File: src/rtl/loader_pkg.sv
// Shared types and constants for the program loader: FSM states and the
// byte geometry of the header and the payload words.
package loader_pkg;

  typedef enum logic [2:0] {
    IDLE,
    HDR,
    DATA,
    DONE,
    ERR
  } state_t;

  localparam int HDR_BYTES      = 4;
  localparam int BYTES_PER_WORD = 4;

endpackage

File: src/rtl/byte_packer.sv
// Big-endian byte-to-word assembler shared by the header and payload phases.
// word/word_complete are combinational so the caller sees the full word in the cycle the last byte arrives.
module byte_packer
  import loader_pkg::*;
(
  input  logic        clk,
  input  logic        rst_n,
  input  logic        clear,
  input  logic [7:0]  byte_in,
  input  logic        load,
  output logic [31:0] word,
  output logic        word_complete
);

  logic [1:0]  byte_cnt;
  logic [23:0] shift_q;

  // NOTE: sequential state uses non-blocking assignments so every register samples pre-edge values.
  always_ff @(posedge clk) begin
    if (!rst_n) begin
      byte_cnt <= '0;
      shift_q  <= '0;
    end else if (clear) begin
      byte_cnt <= '0;
      shift_q  <= '0;
    end else if (load) begin
      shift_q  <= word[23:0];
      byte_cnt <= byte_cnt + 2'd1;
    end
  end

  // The counter wraps naturally after the last byte, so no explicit clear between words.
  assign word          = {shift_q, byte_in};
  assign word_complete = load && (byte_cnt == 2'(BYTES_PER_WORD - 1));

endmodule

File: src/rtl/program_loader.sv
// Writer side of the instruction store: parses a word-count header, then streams
// big-endian words into instruction memory while holding the CPU until the load completes.
module program_loader
  import loader_pkg::*;
#(
  parameter int CAPACITY   = 512,
  parameter int BUS_WIDTH  = 32,
  parameter int ADDR_WIDTH = $clog2(CAPACITY)
) (
  input  logic                  clk,
  input  logic                  rst_n,
  input  logic                  start,
  input  logic                  abort,
  input  logic [7:0]            byte_in,
  input  logic                  byte_valid,
  output logic                  byte_ready,
  output logic [ADDR_WIDTH-1:0] write_addr,
  output logic [BUS_WIDTH-1:0]  data_in,
  output logic                  wr_en,
  output logic                  busy,
  output logic                  done,
  output logic                  error,
  output logic                  cpu_hold
);

  state_t                 state_q, state_d;
  logic [BUS_WIDTH-1:0]   count_q;
  logic [ADDR_WIDTH:0]    word_idx;
  logic [BUS_WIDTH-1:0]   pack_word;
  logic                   pack_complete;
  logic                   accept;
  logic                   start_go;
  logic                   last_word;

  assign byte_ready = (state_q == HDR) || (state_q == DATA);
  // An abort drops the byte offered alongside it.
  assign accept     = byte_valid && byte_ready && !abort;
  assign start_go   = start && !byte_ready;
  assign last_word  = (BUS_WIDTH'(word_idx) == count_q - BUS_WIDTH'(1));

  byte_packer u_packer (
    .clk           (clk),
    .rst_n         (rst_n),
    .clear         (start_go),
    .byte_in       (byte_in),
    .load          (accept),
    .word          (pack_word),
    .word_complete (pack_complete)
  );

  // NOTE: next-state defaults to the current state first so no path leaves state_d unassigned (no latch).
  always_comb begin
    state_d = state_q;
    case (state_q)
      IDLE, DONE, ERR: begin
        if (start) state_d = HDR;
      end
      HDR: begin
        if (abort) begin
          state_d = ERR;
        end else if (pack_complete) begin
          if (pack_word == '0)                          state_d = DONE;
          else if (pack_word > BUS_WIDTH'(CAPACITY))    state_d = ERR;
          else                                          state_d = DATA;
        end
      end
      DATA: begin
        if (abort)                          state_d = ERR;
        else if (pack_complete && last_word) state_d = DONE;
      end
      default: state_d = IDLE;
    endcase
  end

  always_ff @(posedge clk) begin
    if (!rst_n) begin
      state_q    <= IDLE;
      count_q    <= '0;
      word_idx   <= '0;
      write_addr <= '0;
      data_in    <= '0;
      wr_en      <= 1'b0;
      busy       <= 1'b0;
      done       <= 1'b0;
      error      <= 1'b0;
      cpu_hold   <= 1'b1;
    end else begin
      state_q <= state_d;
      wr_en   <= 1'b0;

      if (start_go) word_idx <= '0;

      if (state_q == HDR && pack_complete) count_q <= pack_word;

      if (state_q == DATA && pack_complete) begin
        wr_en      <= 1'b1;
        data_in    <= pack_word;
        write_addr <= word_idx[ADDR_WIDTH-1:0];
        word_idx   <= word_idx + 1'b1;
      end

      // Status flags follow the state being entered so they line up with state_q.
      busy     <= (state_d == HDR) || (state_d == DATA);
      done     <= (state_d == DONE);
      error    <= (state_d == ERR);
      cpu_hold <= (state_d != DONE);
    end
  end

endmodule

File: config.mk
export PLATFORM = sky130hd
export DESIGN_NAME = program_loader
export DESIGN_NICKNAME = d
export VERILOG_FILES = /design/src/rtl/loader_pkg.sv /design/src/rtl/byte_packer.sv /design/src/rtl/program_loader.sv
export SDC_FILE = /design/constraint.sdc
export NUM_CORES = 1
export LEC_CHECK = 0
export ABC_AREA = 1
export CAP_MARGIN = 0
export CORE_MARGIN = 1.5
export CORE_UTILIZATION = 35
export DETAILED_ROUTE_END_ITERATION = 12
export PLACE_DENSITY_LB_ADDON = 0.3
export SLEW_MARGIN = 30
export SYNTH_ARGS = -nofsm -noshare
export SYNTH_HDL_FRONTEND = slang
export SYNTH_SLANG_ARGS = --single-unit
File: constraint.sdc
create_clock -name clk -period 5.4 [get_ports clk]
set_input_delay 1.08 -clock clk [delete_from_list [all_inputs] [get_ports clk]]
set_output_delay 1.08 -clock clk [all_outputs]
set_load 0.03 [all_outputs]
---- Yosys cells after proc, flatten, opt, wreduce, memory -nomap -nowiden ----
Index checks and enable logic that the tools add are counted.
operators by class
  bitwise gates (word level) .............. 1
  reductions and logical operators ........ 16
  mux-type cells .......................... 11
  magnitude comparators ................... 1
  eq/ne operators ......................... 11
  add/sub/neg operators ................... 3
operator list
  kind                   number
  $eq 10x32->1           1
  $gt 32x10->1 const B   1
  $logic_not 32->1       1
  $sub 32x1->32 const B  1
  $mux 3                 7
  $mux 10                2
  $eq 3x2->1 const B     4
  $add 10x1->10 const B  1
  $pmux 3 s3             1
  $logic_and 1x1->1      7
  $eq 3x1->1 const B     2
  $eq 3x3->1 const B     2
  $logic_not 3->1        1
  $ne 3x2->1 const B     1
  $reduce_or 3->1        1
  $add 2x1->2 const B    1
  $eq 2x2->1 const B     1
  $logic_not 1->1        2
  $logic_or 1x1->1       2
  $reduce_bool 2->1      1
  $reduce_or 2->1        1
  $mux 1                 1
  $not 1->1              1
storage, ports and cells
  output and inout port bits .............. 47
  logic and storage cells ................. 55
  register bits after elaboration ......... 117
  bits of input ports ..................... 13

---- Depth between registers and ports, before layout ----
Gate-level depths: netlist of the first run.
  word-level depth ........................ 11
  mapped depth ............................ 19
  gate-level depth less buffers ........... 19

---- Cells and area by module ----
From an unflattened synthesis of the first run, not the netlist that was laid out.
second synthesis, totals
  cells, all modules ...................... 813
  area total of the unflattened synthesis .. 5794.3 sq um
by module, submodules not included
  module          instances  sequential area each (sq um)  cells an instance  area an instance (sq um)
  program_loader  1          1821.7                        686                4629.4
  byte_packer     1          520.5                         127                1164.9

---- Worst setup path before layout of the first run ----
OpenSTA, ideal clock, no wires.
  path type ............................... in2reg
  start ................................... input port byte_valid
  end ..................................... register cpu_hold
  library setup time ...................... 109 ps
  cell stages on the path ................. 15
  setup slack ............................. 3170 ps
  data required time ...................... 5291 ps
  arrival ................................. 2121 ps
  cell sequence ........................... inv_1 -> nor2_1 -> nand3_1 -> nor2_1 -> nand2_1 -> nor2_1 -> nand2_1 -> nor2_1 -> nand3_1 -> nand2_1 -> nand2_1 -> nand2_2 -> nand2_2 -> nor2_4 -> inv_2
between the ends
  cells in the longest elaborated chain, start to end .. 8
  elaborated cells between the ends (all ways) .. 10
  those cells by class .................... eq/ne (1); mux (5); reduce/logical (4)
ends and longest elaborated chain
  item                              line                   RTL
  start, declared                   program_loader.sv:15   input logic byte_valid,
  $logic_and 1x1->1 * (2 in a row)  program_loader.sv:37   assign accept = byte_valid && byte_ready && !abort;
  $logic_and 1x1->1 *               byte_packer.sv:34      assign word_complete = load && (byte_cnt == 2'(BYTES_PER_WORD - 1));
  $logic_and 1x1->1                 program_loader.sv:69   else if (pack_complete && last_word) state_d = DONE;
  $mux 3                            program_loader.sv:69
  $mux 3                            program_loader.sv:68   if (abort) state_d = ERR;
  $pmux 3 s3 *                      program_loader.sv:54   case (state_q)
  $ne 3x2->1 *                      program_loader.sv:106  cpu_hold <= (state_d != DONE);
  end signal, assigned              program_loader.sv:106
  end, declared                     program_loader.sv:23   output logic cpu_hold
Every way passes the cells marked *; elsewhere a longest branch is shown, timed or not.
A chain may end at the register's enable or synchronous reset.

---- Worst setup path in the final report of the first run ----
  start ................................... register state_q[0]
  end ..................................... output port byte_ready
between the ends
  cells in the longest elaborated chain, start to end .. 2
  elaborated cells between the ends (all ways) .. 3
  those cells by class .................... eq/ne (2); reduce/logical (1)
ends and longest elaborated chain
  item                                             line                  RTL
  start, declared                                  program_loader.sv:26  state_t state_q, state_d;
  start signal, assigned                           program_loader.sv:88  state_q <= state_d;
  $eq 3x1->1 / $eq 3x2->1 (equally long branches)  program_loader.sv:35  assign byte_ready = (state_q == HDR) || (state_q == DATA);
  $logic_or 1x1->1 *                               program_loader.sv:35
  end, declared                                    program_loader.sv:16  output logic byte_ready,
Marks and branches as above.

==> results of run 1 <==
-- kinds of logic after synthesis --
family | after synthesis | synth area share
AND/OR/NAND/NOR | 399 | 0.306
flip-flops | 117 | 0.430
AO/OA/AOI/OAI | 179 | 0.171
adder cells (fa/ha/maj) | 3 | 0.00689
XOR/XNOR | 7 | 0.0113
buffers and inverters | 105 | 0.0749
-- cell usage in the layout, fill, tap and decap left out --
master and count:
sky130_fd_sc_hd__or2_2 1, sky130_fd_sc_hd__nand2_2 6, sky130_fd_sc_hd__nor3_1 5, sky130_fd_sc_hd__bufinv_16 6
sky130_fd_sc_hd__clkinvlp_4 1, sky130_fd_sc_hd__a221oi_1 2, sky130_fd_sc_hd__nand3_1 35, sky130_fd_sc_hd__a21oi_1 80
sky130_fd_sc_hd__buf_2 1, sky130_fd_sc_hd__nor2_2 6, sky130_fd_sc_hd__a211oi_1 5, sky130_fd_sc_hd__clkbuf_8 3
sky130_fd_sc_hd__clkinv_2 1, sky130_fd_sc_hd__clkdlybuf4s50_1 58, sky130_fd_sc_hd__clkbuf_16 17, sky130_fd_sc_hd__clkbuf_1 1
sky130_fd_sc_hd__inv_6 2, sky130_fd_sc_hd__nand2_1 174, sky130_fd_sc_hd__xnor2_1 4, sky130_fd_sc_hd__clkinv_4 1
sky130_fd_sc_hd__a31o_2 1, sky130_fd_sc_hd__nor4_1 7, sky130_fd_sc_hd__buf_4 5, sky130_fd_sc_hd__nand3b_1 2
sky130_fd_sc_hd__and3_1 1, sky130_fd_sc_hd__nor2_4 6, sky130_fd_sc_hd__dfxtp_1 117, sky130_fd_sc_hd__o21a_1 2
sky130_fd_sc_hd__a32o_1 1, sky130_fd_sc_hd__inv_2 3, sky130_fd_sc_hd__xor2_1 3, sky130_fd_sc_hd__inv_1 70
sky130_fd_sc_hd__nor2_1 147, sky130_fd_sc_hd__o21ai_1 4, sky130_fd_sc_hd__ha_1 3, sky130_fd_sc_hd__nand4_1 9
sky130_fd_sc_hd__o21ai_0 83, sky130_fd_sc_hd__o21bai_1 1
-- worst min-delay path, stage by stage (launching register included) --
cell                      delay (ps)
sky130_fd_sc_hd__dfxtp_1         300
sky130_fd_sc_hd__nand2_1          60
sky130_fd_sc_hd__a21oi_1          50
-- layer usage --
metal	global-route usage	wire [um]
met3	0.0417	878
met4	0.0740	252
met5	0	0
met2	0.292	6430
met1	0.273	7360
-- registers in the layout, indices dropped and copies added, names as in the netlist, 2 cells and up --
| name | flops |
|---|---|
| count_q | 32 |
| data_in | 32 |
| state_q | 3 |
| u_packer.byte_cnt | 2 |
| u_packer.shift_q | 24 |
| word_idx | 10 |
| write_addr | 9 |
-- final timing paths --
kind | start | endpoint | slack (ps) | depth (start not counted)
worst min register to register | write_addr[7] | write_addr[7] | 460 | 2
worst min-delay path | write_addr[7] | write_addr[7] | 460 | 2
worst max register to register | state_q[0] | u_packer.shift_q[8] | 2890 | 9
worst max-delay path | state_q[0] | byte_ready | 2250 | 4
-- where the power goes --
group | leakage, nW | switching (W) | internal (W) | total, W
sequential | 0.943 | 0.00000348 | 0.000868 | 0.000871
clock | 0.334 | 0.000414 | 0.000904 | 0.00132
combinational | 1.70 | 0.0000477 | 0.0000226 | 0.0000702
-- metrics by stage --
stage	utilization	power (W)	hold slack [ps]	std cells	worst slack (ps)
after floorplan	-	0.000929	449	810	3170
after global routing	0.452	0.00232	486	1062	2170
after detailed placement	0.406	0.000959	458	1030	1970
after global placement	0.406	0.000959	453	1030	1970
after CTS	0.452	0.00227	465	1062	2250
final	0.452	0.00226	459	1062	2250
-- area by class of cell --
type,count,area share
clock buffer,21,0.0685
clock inverter,11,0.0319
tap,188,0.0342
timing repair buffer,64,0.0907
sequential,117,0.341
multi-input combinational,588,0.394
inverter,73,0.0399
==> impl.org, run 1 <==
** Setup path
- Walking the worst path, the cells encountered are inv_1 -> nand3_1 -> nand2_2 -> clkdlybuf4s50_1.
- Critical Path Start Type :: register
- Biggest cell delay along the critical path :: 720 ps
- Critical Path AT :: 2070 ps
- Data required time of the worst path :: 4320 ps
- Slowest-stage cell, CP :: sky130_fd_sc_hd__clkdlybuf4s50_1
- In this run the worst path has a maximum fanout of 5.
- STA classifies the critical path endpoint as an output port.
- Setup CP Type :: register to output port
- Crit path max-delay family :: buffers and inverters
- Together, buffers and inverters on the worst path number 2.

** Placement
- Routability-driven placement congestion ratio :: 0.948
- In this run the cell area measured after placement is 0.00618 mm2.
- Total of buffers placed on input and output ports :: 59
- Post-detailed-placement half-perimeter wirelength :: 10500 um

** Timing
- Setup total negative slack on the finished layout was measured at 0 ps.
- Slew at the pin closest to its max-slew limit :: 875 ps
- On the final layout, the worst clock skew is 7.42 ps.
- Headroom to the max-slew limit came out at 0.416.
- The worst path needs 3150 ps of the cycle, external delays included.
- For this run, the top clock speed supported by timing is 317 MHz.
- Max-slew violation count :: 0
- Setup violation total in the final timing report :: 0
- Final Cycle Share :: 0.583
- Setup repair after global routing left no endpoint under its margin.
- Final hold violation count :: 0

** Logic synthesis
- Post-synthesis cell type with the largest combined area :: sky130_fd_sc_hd__dfxtp_1
- For this run, the leading register cell type out of synthesis is sky130_fd_sc_hd__dfxtp_1.
- EDFF count, synth :: 0
- The mapped netlist covers 0.00545 mm2.
- Each instance of the synthesized netlist takes up on average 6.72 um2.
- Most frequent cell after synthesis :: sky130_fd_sc_hd__nand2_1
- Synthesis handed over a netlist of 810 instances.
- Cell types occupying the most area after synthesis :: sky130_fd_sc_hd__dfxtp_1 43%, sky130_fd_sc_hd__nand2_1 12%, sky130_fd_sc_hd__nor2_1 10%, sky130_fd_sc_hd__o21ai_0 7.6%, sky130_fd_sc_hd__a21oi_1 7.4%
- For this run, the number of Yosys warnings is 0.
- Fraction of post-synthesis cell area in the top cell type by area :: 0.430
- For this run, the register share of the synthesized area comes to 0.430.
- Library cells used by synthesis :: 32
- Counting every net in the synthesized netlist gives 826.
- Register bit total from synthesis :: 117
- Ranking of synthesized cells by instance count :: 175 x sky130_fd_sc_hd__nand2_1, 148 x sky130_fd_sc_hd__nor2_1, 117 x sky130_fd_sc_hd__dfxtp_1
- Of all flip-flops after synthesis, the portion carrying an async set or reset was 0.

** Floorplanning
- Die Y :: 128 um
- For this configuration, the core starts out at a cell density of 0.358.
- Number of placed I/O pins :: 60
- Row generation in the floorplan step produced 45 rows.
- Width of the die :: 128 um
- The region available for standard cell placement spans 0.0152 mm2.
- The die covers 0.0163 mm2.

** Global routing
- Global routing usage summed across all routing layers :: 0.195
- The first global-routing pass estimated 25100 um of wire.
- Largest net degree at the start of global routing :: 71
- For this run the aggregate overflow at the end of global routing stands at 0.
- Initial antenna violation count :: 0
- Number of global-route vias before repair :: 5013

** Route
- First DRT Iteration DRCs :: 331
- Once detail routing completed, the nets flagged for antenna violations numbered 0.
- DRT Pass-1 Iters :: 5
- Detail-routed via count per cell :: 5.01
- Summed over all layers, the routed wires come to 14900 um.
- Total number of vias :: 5320
- Routed wirelength normalized by instance count :: 14.0 um
- For this run, design rule violations remaining after detail routing come to 0.

** Cells and area
- Area growth, synth to finish :: 26.1%
- Antenna fix cells :: 0
- Net count, final :: 877
- Of the cells placed in the final design, the portion with a size suffix greater than 1 is 0.0686.
- Summing all non-filler instances in the final layout gives an area of 0.00687 mm2.
- In the final layout, the multi-input gates occupy 0.00271 mm2.
- FILL cells :: 1544
- Summing all flip-flop and latch instances after layout gives 0.00234 mm2.

** CTS
- Quantity of hold-fixing buffers added after cts :: 0
- TritonCTS built the clock tree.
- Once the clock tree was built, the resizer swapped 0 gates to a different size.
- TritonCTS buffer count :: 17
- The H-tree was split into 4 levels.
- Maximum number of buffers from clock root to sink :: 2
- Clock tree synthesis selected as its root buffer the cell sky130_fd_sc_hd__clkbuf_16.
- Post-CTS timing repair inserted 0 buffers for setup.
- After clock tree synthesis, the clock-pin slew on the worst setup and hold paths is 60 ps.
- CTS saw 117 sinks.
- Clk_lat worst skew :: 430 ps

** Power and ir drop
- Dividing total power by cell area gives a power density of 329 mW/mm2.
- IR analysis of the VDD net gives a maximum drop of 0.206 mV.
- Summed over all cells, the static leakage comes to 2.98 nW.

** Hold path
- Class of the worst hold path :: register to register

** Flow run
- Max_cap viols :: 0

** Run status
- The flow ran to the end, and the final reports show no timing, DRC or antenna violations.
Note: power is estimated with default switching activity, not from simulation.
==> inputs of run 2 (changes only) <==
Clock period 5.4 ns to 2.7 ns, I/O delays scaled along.
==> impl.org, run 2 (same netlist as run 1, synthesis figures left out) <==
** Run status
- Result of the run: complete, no violations (unchanged).

** Placement
- The estimated wirelength of the detail-placed design is 10900 um (was 10500 um).
- Routability-driven placement congestion ratio :: 0.911 (was 0.948)
- The pre-CTS worst setup slack came to 296 ps (was 1970 ps).
- Total of buffers placed on input and output ports :: 59 (unchanged)

** Route
- The highest metal layer with signal wires was met4 (unchanged).
- Number of antenna-violating nets in the routed design :: 0 (unchanged)
- The post-detailed-route wirelength per cell is 13.9 um (was 14.0 um).
- The residual DRC count came to 0 (unchanged).
- The sum of met3 wire segment lengths after detailed routing came to 695 um (was 878 um).
- First DRT Iteration DRCs :: 320 (was 331)
- Total routed wirelength :: 14900 um (about the same)
- The number of detailed-route iterations in the first pass came to 5 (unchanged).
- Total number of vias :: 5331 (was 5320)
- Detail-routed via count per cell :: 5.00 (was 5.01)
- Post-Route M1 WL :: 7570 um (was 7360 um)
- Met2 Routed Length :: 6290 um (was 6430 um)

** Floorplanning
- The placement row count is 45 (unchanged).
- Die Y :: 128 um (unchanged)
- Number of placed I/O pins :: 60 (unchanged)
- The die footprint was 0.0163 mm2 (unchanged).
- Width of the die :: 128 um (unchanged)
- Standard cell core area :: 0.0152 mm2 (unchanged)
- Initial core utilization :: 0.358 (unchanged)

** Cells and area
- The final net count came to 882 (was 877).
- FILL cells :: 1592 (was 1544)
- Commonest non-fill, non-tap cell in the layout :: sky130_fd_sc_hd__nand2_1 (unchanged)
- Share of post-route cells with drive strength above 1 :: 0.0718 (was 0.0686)
- Area occupied by multi-input gates :: 0.00270 mm2 (was 0.00271 mm2)
- Regs by FF count :: count_q (32), data_in (32), u_packer.shift_q (24) (unchanged)
- The area added between synthesis and finish is 25.3% (was 26.1%).
- Commonest cells after routing, fill and taps aside: 175 x sky130_fd_sc_hd__nand2_1, 147 x sky130_fd_sc_hd__nor2_1, 117 x sky130_fd_sc_hd__dfxtp_1 (was 174 x sky130_fd_sc_hd__nand2_1, 147 x sky130_fd_sc_hd__nor2_1, 117 x sky130_fd_sc_hd__dfxtp_1).
- Register area :: 0.00234 mm2 (unchanged)
- Antenna fix cells :: 0 (unchanged)

** Power and ir drop
- The share of total power in combinational logic is 0.035 (was 0.031).
- Highest ir drop seen on vdd :: 0.453 mV (was 0.206 mV)
- Part of the power in registers :: 0.425 (was 0.386)
- Clk network pwr share :: 0.540 (was 0.583)
- Pwr/cell area :: 601 mW/mm2 (was 329 mW/mm2)
- Internal portion of total power :: 0.00319 W (was 0.00179 W)
- The switching part of the total was 0.223 (was 0.206).
- The switching power total came to 0.000917 W (was 0.000465 W).
- Leakage power summed over all cells :: 2.95 nW (was 2.98 nW)

** CTS
- The clock buffer count from CTS came to 17 (unchanged).
- Clk_lat worst skew :: 420 ps (was 430 ps)
- Quantity of hold-fixing buffers added after cts :: 0 (unchanged)
- The maximum level of the CTS H-tree was 4 (unchanged).
- The buffer cell driving the clock tree root is sky130_fd_sc_hd__clkbuf_16 (unchanged).
- CTS-repair resized insts :: 0 (unchanged)
- Maximum number of buffers from clock root to sink :: 2 (unchanged)
- The number of sinks on the clock net is 117 (unchanged).
- The post-CTS setup buffer count came to 0 (unchanged).
- Clock transition at the registers of the reported paths :: 50 ps (was 60 ps)
- The CTS tree is built (unchanged).

** Global routing
- The initial antenna violation count was 0 (unchanged).
- Number of global-route vias before repair :: 4815 (was 5013)
- Global routing usage summed across all routing layers :: 0.189 (was 0.195)
- The total congestion overflow after global routing is 0 (unchanged).
- First-pass GRT wire length :: 24400 um (was 25100 um)
- Largest net degree at the start of global routing :: 62 (was 71)

** Setup path
- R2R depth :: 17 (was 9)
- Critical path fanouts, max :: 5 (unchanged)
- Worst setup startpoint :: state_q[0] (unchanged)
- Start of the worst register-to-register path :: count_q[0] (was state_q[0])
- Cell-by-cell listing of the critical path :: inv_1 -> nand3_1 -> nand2_2 -> clkdlybuf4s50_1 (unchanged)
- The startpoint type of the worst setup path is a register (unchanged).
- The cell at the slowest stage of the critical path was sky130_fd_sc_hd__clkdlybuf4s50_1 (unchanged).
- The type of the worst setup path is register to output port (unchanged).
- Worst setup path endpoint :: byte_ready (unchanged)
- The worst flop-to-flop path endpoint is cpu_hold (was u_packer.shift_q[8]).
- The largest stage delay on the critical path came to 720 ps (about the same).
- The element type at the critical path end was an output port (unchanged).
- The required time at the endpoint of the critical path was 2160 ps (was 4320 ps).
- The worst-case register-to-register setup slack came to 420 ps (was 2890 ps).
- Critical Path AT :: 2050 ps (was 2070 ps)

** Timing
- Static timing analysis puts the maximum clock frequency at 386 MHz.
- Clock period minus worst slack :: 2590 ps
- Relative slew slack :: 0.628 (was 0.416)
- The transition time of the tightest slew-check pin is 557 ps (was 875 ps).
- TNS Setup :: 0 ps (unchanged)
- The max-slew violation count came to 0 (unchanged).
- Setup violation total in the final timing report :: 0 (unchanged)
- Final hold violation count :: 0 (unchanged)
- Setup repair after global routing missed its margin: false (unchanged).
- Largest clock skew in the final design :: 8.54 ps (was 7.42 ps)
- Worst path setup slack after routing :: 109 ps (was 2250 ps)
- Final Cycle Share :: 0.960

** Flow run
- Max_cap viols :: 0 (unchanged)

** Hold path
- Class of the worst hold path :: register to register (unchanged)
## run 2: changes by cell type in the layout (fill, tap and decap cells not counted)
cell / before / now
sky130_fd_sc_hd__buf_12: 0 / 2
sky130_fd_sc_hd__buf_4: 5 / 8
sky130_fd_sc_hd__bufinv_16: 6 / 2
sky130_fd_sc_hd__clkbuf_8: 3 / 2
sky130_fd_sc_hd__clkinv_2: 1 / 2
sky130_fd_sc_hd__clkinv_4: 1 / 3
sky130_fd_sc_hd__clkinvlp_4: 1 / 3
sky130_fd_sc_hd__inv_6: 2 / 1
sky130_fd_sc_hd__nand2_1: 174 / 175
sky130_fd_sc_hd__nand2_2: 6 / 5
## run 2: worst max-delay path: cells and delay by family (launching register included)
kind / cells / cell delay [ps]
buf+inv: 2 / 810
simple gates: 2 / 510
flops: 1 / 320
## run 2: final cells by class
cell class,instances,area share
timing repair buffer,69,0.100
tap,188,0.0345
clock buffer,20,0.0669
inverter,73,0.0401
multi-input combinational,588,0.396
sequential,117,0.343
clock inverter,11,0.0187
## run 2: stage by stage
step	utilization	hold slack (ps)	area, um2	instances	total power [W]
floorplan	-	449	5450	810	0.00186
global placement	0.411	456	6240	1035	0.00192
detailed placement	0.411	455	6240	1035	0.00192
CTS	0.449	463	6830	1066	0.00414
global route	0.449	493	6830	1066	0.00423
finish	0.449	459	6830	1066	0.00411
## run 2: per-layer routing
metal	global-route usage	vias up
li1	-	2743
met4	0.0687	0
met1	0.270	2423
met2	0.276	140
met3	0.0463	25
met5	0	-
## run 2: how the worst min path moves through the flow
stage                         startpoint              endpoint  slack [ps]  cells after the start
floorplan           u_packer.byte_cnt[1]  u_packer.byte_cnt[1]         450                      2
global placement           write_addr[6]         write_addr[6]         460                      2
detailed placement         write_addr[6]         write_addr[6]         460                      2
CTS                        write_addr[6]         write_addr[6]         460                      2
global route        u_packer.byte_cnt[1]  u_packer.byte_cnt[1]         490                      2
finish                     write_addr[6]         write_addr[6]         460                      2
## run 2: power groups by stage
stage	logic [W]	registers, W	clock network, W
finish	0.000144	0.00174	0.00222
global route	0.000157	0.00174	0.00233
CTS	0.000143	0.00174	0.00225
detailed placement	0.000142	0.00178	0
global placement	0.000142	0.00178	0
floorplan	0.0000761	0.00178	0
==> inputs of run 3 (changes only) <==
--- a/config.mk
+++ b/config.mk
@@ -6,5 +6,4 @@
 export NUM_CORES = 1
 export LEC_CHECK = 0
-export ABC_AREA = 1
 export CAP_MARGIN = 0
 export CORE_MARGIN = 1.5
==> constraint.sdc (replaced) <==
create_clock -name clk -period 2.7 [get_ports clk]
set_input_delay 0.405 -clock clk [delete_from_list [all_inputs] [get_ports clk]]
set_output_delay 0.405 -clock clk [all_outputs]
set_load 0.03 [all_outputs]
==> impl.org, run 3 <==
** Run status
- Result of the run: complete, no violations (unchanged).

** Logic synthesis
- Sequential area share after synthesis :: 0.461 (was 0.430)
- The synthesized net count is 617 (was 826).
- Most frequent cell after synthesis :: sky130_fd_sc_hd__nand2_1 (unchanged)
- The portion of synthesized cell area occupied by the leading cell type was 0.461 (was 0.430).
- Most used DFF post-synth :: sky130_fd_sc_hd__dfxtp_1 (unchanged)
- Ranking of synthesized cells by instance count: 164 x sky130_fd_sc_hd__nand2_1, 117 x sky130_fd_sc_hd__dfxtp_1, 74 x sky130_fd_sc_hd__a21boi_0 (was 175 x sky130_fd_sc_hd__nand2_1, 148 x sky130_fd_sc_hd__nor2_1, 117 x sky130_fd_sc_hd__dfxtp_1).
- The mean post-synth cell area is 8.45 um2 (was 6.72 um2).
- Cell types occupying the most area after synthesis :: sky130_fd_sc_hd__dfxtp_1 46%, sky130_fd_sc_hd__nand2_1 12%, sky130_fd_sc_hd__a21boi_0 11%, sky130_fd_sc_hd__mux2i_1 5.9%, sky130_fd_sc_hd__nor2_1 3.3% (was sky130_fd_sc_hd__dfxtp_1 43%, sky130_fd_sc_hd__nand2_1 12%, sky130_fd_sc_hd__nor2_1 10%, sky130_fd_sc_hd__o21ai_0 7.6%, sky130_fd_sc_hd__a21oi_1 7.4%)
- The count of distinct cell types in the synthesized netlist came to 46 (was 32).
- The gate count of the mapped netlist was 601 (was 810).
- The post-synthesis sequential element count came to 117 (unchanged).
- The biggest area consumer among synthesized cells is sky130_fd_sc_hd__dfxtp_1 (unchanged).
- The summed instance area of the synthesized netlist was 0.00508 mm2 (was 0.00545 mm2).
- The count of flip-flops with a built-in enable after synthesis is 0 (unchanged).
- Async set or reset register ratio after synthesis :: 0 (unchanged)
- Number of warnings reported in the yosys synthesis log :: 0 (unchanged)

** CTS
- The number of sinks on the clock net was 117 (unchanged).
- Clock transition at the registers of the reported paths :: 60 ps (was 50 ps)
- The number of buffers on the longest clock path is 2 (unchanged).
- Quantity of hold-fixing buffers added after cts :: 0 (unchanged)
- Post-CTS Setup Inserts :: 0 (unchanged)
- The CTS tree was built (unchanged).
- Clk_lat worst skew :: 420 ps (about the same)
- Clock Tree Root :: sky130_fd_sc_hd__clkbuf_16 (unchanged)
- TritonCTS buffer count :: 17 (unchanged)
- H-tree depth :: 4 (unchanged)

** Timing
- Highest Clock Rate :: 405 MHz (was 386 MHz)
- The total count of hold-check failures in the final report is 0 (unchanged).
- The worst-case clock skew came to 10.2 ps (was 8.54 ps).
- The transition time of the tightest slew-check pin came to 474 ps (was 557 ps).
- The share of the clock period used by the worst path after layout was 0.914 (was 0.960).
- The worst slew slack as a fraction of its limit is 0.682 (was 0.628).
- Setup violation total in the final timing report :: 0 (unchanged)
- Clock period minus worst slack :: 2470 ps (was 2590 ps)
- The final setup TNS came to 0 ps (unchanged).
- Setup repair after global routing missed its margin: false (unchanged).
- Max-slew violation count :: 0 (unchanged)

** Route
- Detail-routed via count per cell :: 4.99 (was 5.00)
- Number of antenna-violating nets in the routed design :: 0 (unchanged)
- The via count was 4238 (was 5331).
- The number of detailed-route iterations in the first pass is 4 (was 5).
- The routed wire length was 12800 um (was 14900 um).
- The number of DRC markers after the initial detailed-route iteration was 243 (was 320).
- The post-detailed-route wirelength per cell came to 15.1 um (was 13.9 um).
- Number of remaining DRC errors :: 0 (unchanged)

** Global routing
- The total congestion overflow after global routing was 0 (unchanged).
- First-pass GRT wire length :: 21000 um (was 24400 um)
- Global routing usage summed across all routing layers :: 0.182 (was 0.189)
- The number of global-route vias before repair is 4052 (was 4815).
- The initial antenna violation count came to 0 (unchanged).
- The pin count of the biggest net entering global routing was 65 (was 62).

** Setup path
- The startpoint type of the worst setup path is a register (unchanged).
- Critical Path End Type :: register (was output port)
- Data required time of the worst path :: 3060 ps (was 2160 ps)
- Setup CP Type :: register to register (was register to output port)
- Cell-by-cell listing of the critical path :: inv_1 -> ha_2 -> nor3b_1 -> xnor2_1 -> nor4_1 -> nand4_1 -> or4_1 -> o31ai_4 -> mux2i_1 (was inv_1 -> nand3_1 -> nand2_2 -> clkdlybuf4s50_1)
- Slowest-stage cell, CP :: sky130_fd_sc_hd__or4_1 (was sky130_fd_sc_hd__clkdlybuf4s50_1)
- Critical path fanouts, max :: 5 (unchanged)
- The largest stage delay on the critical path was 470 ps (was 720 ps).
- Critical Path AT :: 2830 ps (was 2050 ps)

** Floorplanning
- The starting density of the core was 0.362 (was 0.358).
- Width of the die :: 123 um (was 128 um)
- Number of placed I/O pins :: 60 (unchanged)
- Die outline area :: 0.0152 mm2 (was 0.0163 mm2)
- The floorplan core area came to 0.0140 mm2 (was 0.0152 mm2).
- Die Y :: 123 um (was 128 um)
- Cell Rows :: 43 (was 45)

** Flow run
- Max_cap viols :: 0 (unchanged)

** Cells and area
- Commonest non-fill, non-tap cell in the layout :: sky130_fd_sc_hd__nand2_1 (unchanged)
- Area growth, synth to finish :: 28.7% (was 25.3%)
- The final net count came to 673 (was 882).
- Regs by FF count :: count_q (32), data_in (32), u_packer.shift_q (24) (unchanged)
- Commonest cells after routing, fill and taps aside :: 164 x sky130_fd_sc_hd__nand2_1, 117 x sky130_fd_sc_hd__dfxtp_1, 74 x sky130_fd_sc_hd__a21boi_0 (was 175 x sky130_fd_sc_hd__nand2_1, 147 x sky130_fd_sc_hd__nor2_1, 117 x sky130_fd_sc_hd__dfxtp_1)
- Register area :: 0.00234 mm2 (unchanged)
- Share of post-route cells with drive strength above 1 :: 0.0866 (was 0.0718)
- The number of inserted filler cells in the final layout was 1373 (was 1592).
- Area occupied by multi-input gates :: 0.00260 mm2 (was 0.00270 mm2)
- The count of antenna diodes in the layout was 0 (unchanged).

** Power and ir drop
- The static leakage power was 2.27 nW (was 2.95 nW).
- Total Power Consumption :: 0.00421 W (was 0.00411 W)
- Highest ir drop seen on vdd :: 0.473 mV (was 0.453 mV)
- The total power density per cell area was 645 mW/mm2 (was 601 mW/mm2).

** Placement
- The placer's final routability congestion estimate came to 0.843 (was 0.911).
- The estimated wirelength of the detail-placed design came to 8630 um (was 10900 um).
- Total of buffers placed on input and output ports :: 59 (unchanged)

** Hold path
- The worst hold-check path type was input pin to register (was register to register).
## run 3: kinds of logic (layout without fill, tap and decap cells)
kind of cell | Yosys count | after routing | synth area share
AND/OR/NAND/NOR | 282 | 282 | 0.253
flip-flops | 117 | 117 | 0.461
AO/OA/AOI/OAI | 108 | 108 | 0.155
buffers and inverters | 42 | 111 | 0.0320
multiplexers | 30 | 30 | 0.0591
XOR/XNOR | 19 | 19 | 0.0328
adder cells (fa/ha/maj) | 3 | 3 | 0.00739
## run 3: per-stage QoR
step	std cells	util	cell area [um2]	hold slack, ps	setup WS, ps
floorplan	601	-	5080	438	291
global placement	818	0.421	5910	451	60.7
detailed placement	818	0.421	5910	458	-12.6
CTS	850	0.465	6530	451	71.6
global route	850	0.465	6540	471	54.9
finish	850	0.465	6540	454	232
## run 3: critical path: cells and delay by family, from the launching register on
kind / cells / cell delay [ps]
simple gates: 4 / 1170
xor+xnor: 1 / 90
fa+ha+maj: 1 / 230
flops: 1 / 320
compound gates: 1 / 320
buf+inv: 1 / 60
mux: 1 / 210
## run 3: what timing repair did
item | 4_1_cts | 5_1_grt
setup endpoints to repair | 0 | 4
hold endpoints to repair | 0 | 0
gates resized for setup | 0 | 2
## run 3: power breakdown
group          internal [W]  switching, W
Sequential          0.00173    0.00000663
Combinational     0.0000587     0.0000729
Clock               0.00153      0.000817
## run 3: area by class of cell
| class | instances | share of cell area |
|---|---|---|
| Clock inverter | 11 | 0.0226 |
| Tap cell | 180 | 0.0345 |
| Sequential cell | 117 | 0.358 |
| Multi-Input combinational cell | 442 | 0.397 |
| Timing Repair Buffer | 74 | 0.113 |
| Clock buffer | 21 | 0.0720 |
| Inverter | 5 | 0.00287 |
## run 3: final timing paths
path	cells past startpoint	slack, ps	from	to
max	9	230	count_q[1]	busy
min	2	450	rst_n	write_addr[0]
max reg2reg	9	230	count_q[1]	busy
min reg2reg	2	460	count_q[20]	count_q[20]
## run 3: routing by layer
metal / up-vias / track usage / part of all wire
met4: 0 / 0.0733 / 0.017
met3: 21 / 0.0494 / 0.037
met5: - / 0 / 0
met1: 1990 / 0.232 / 0.48
met2: 77 / 0.290 / 0.47
li1: 2150 / - / -
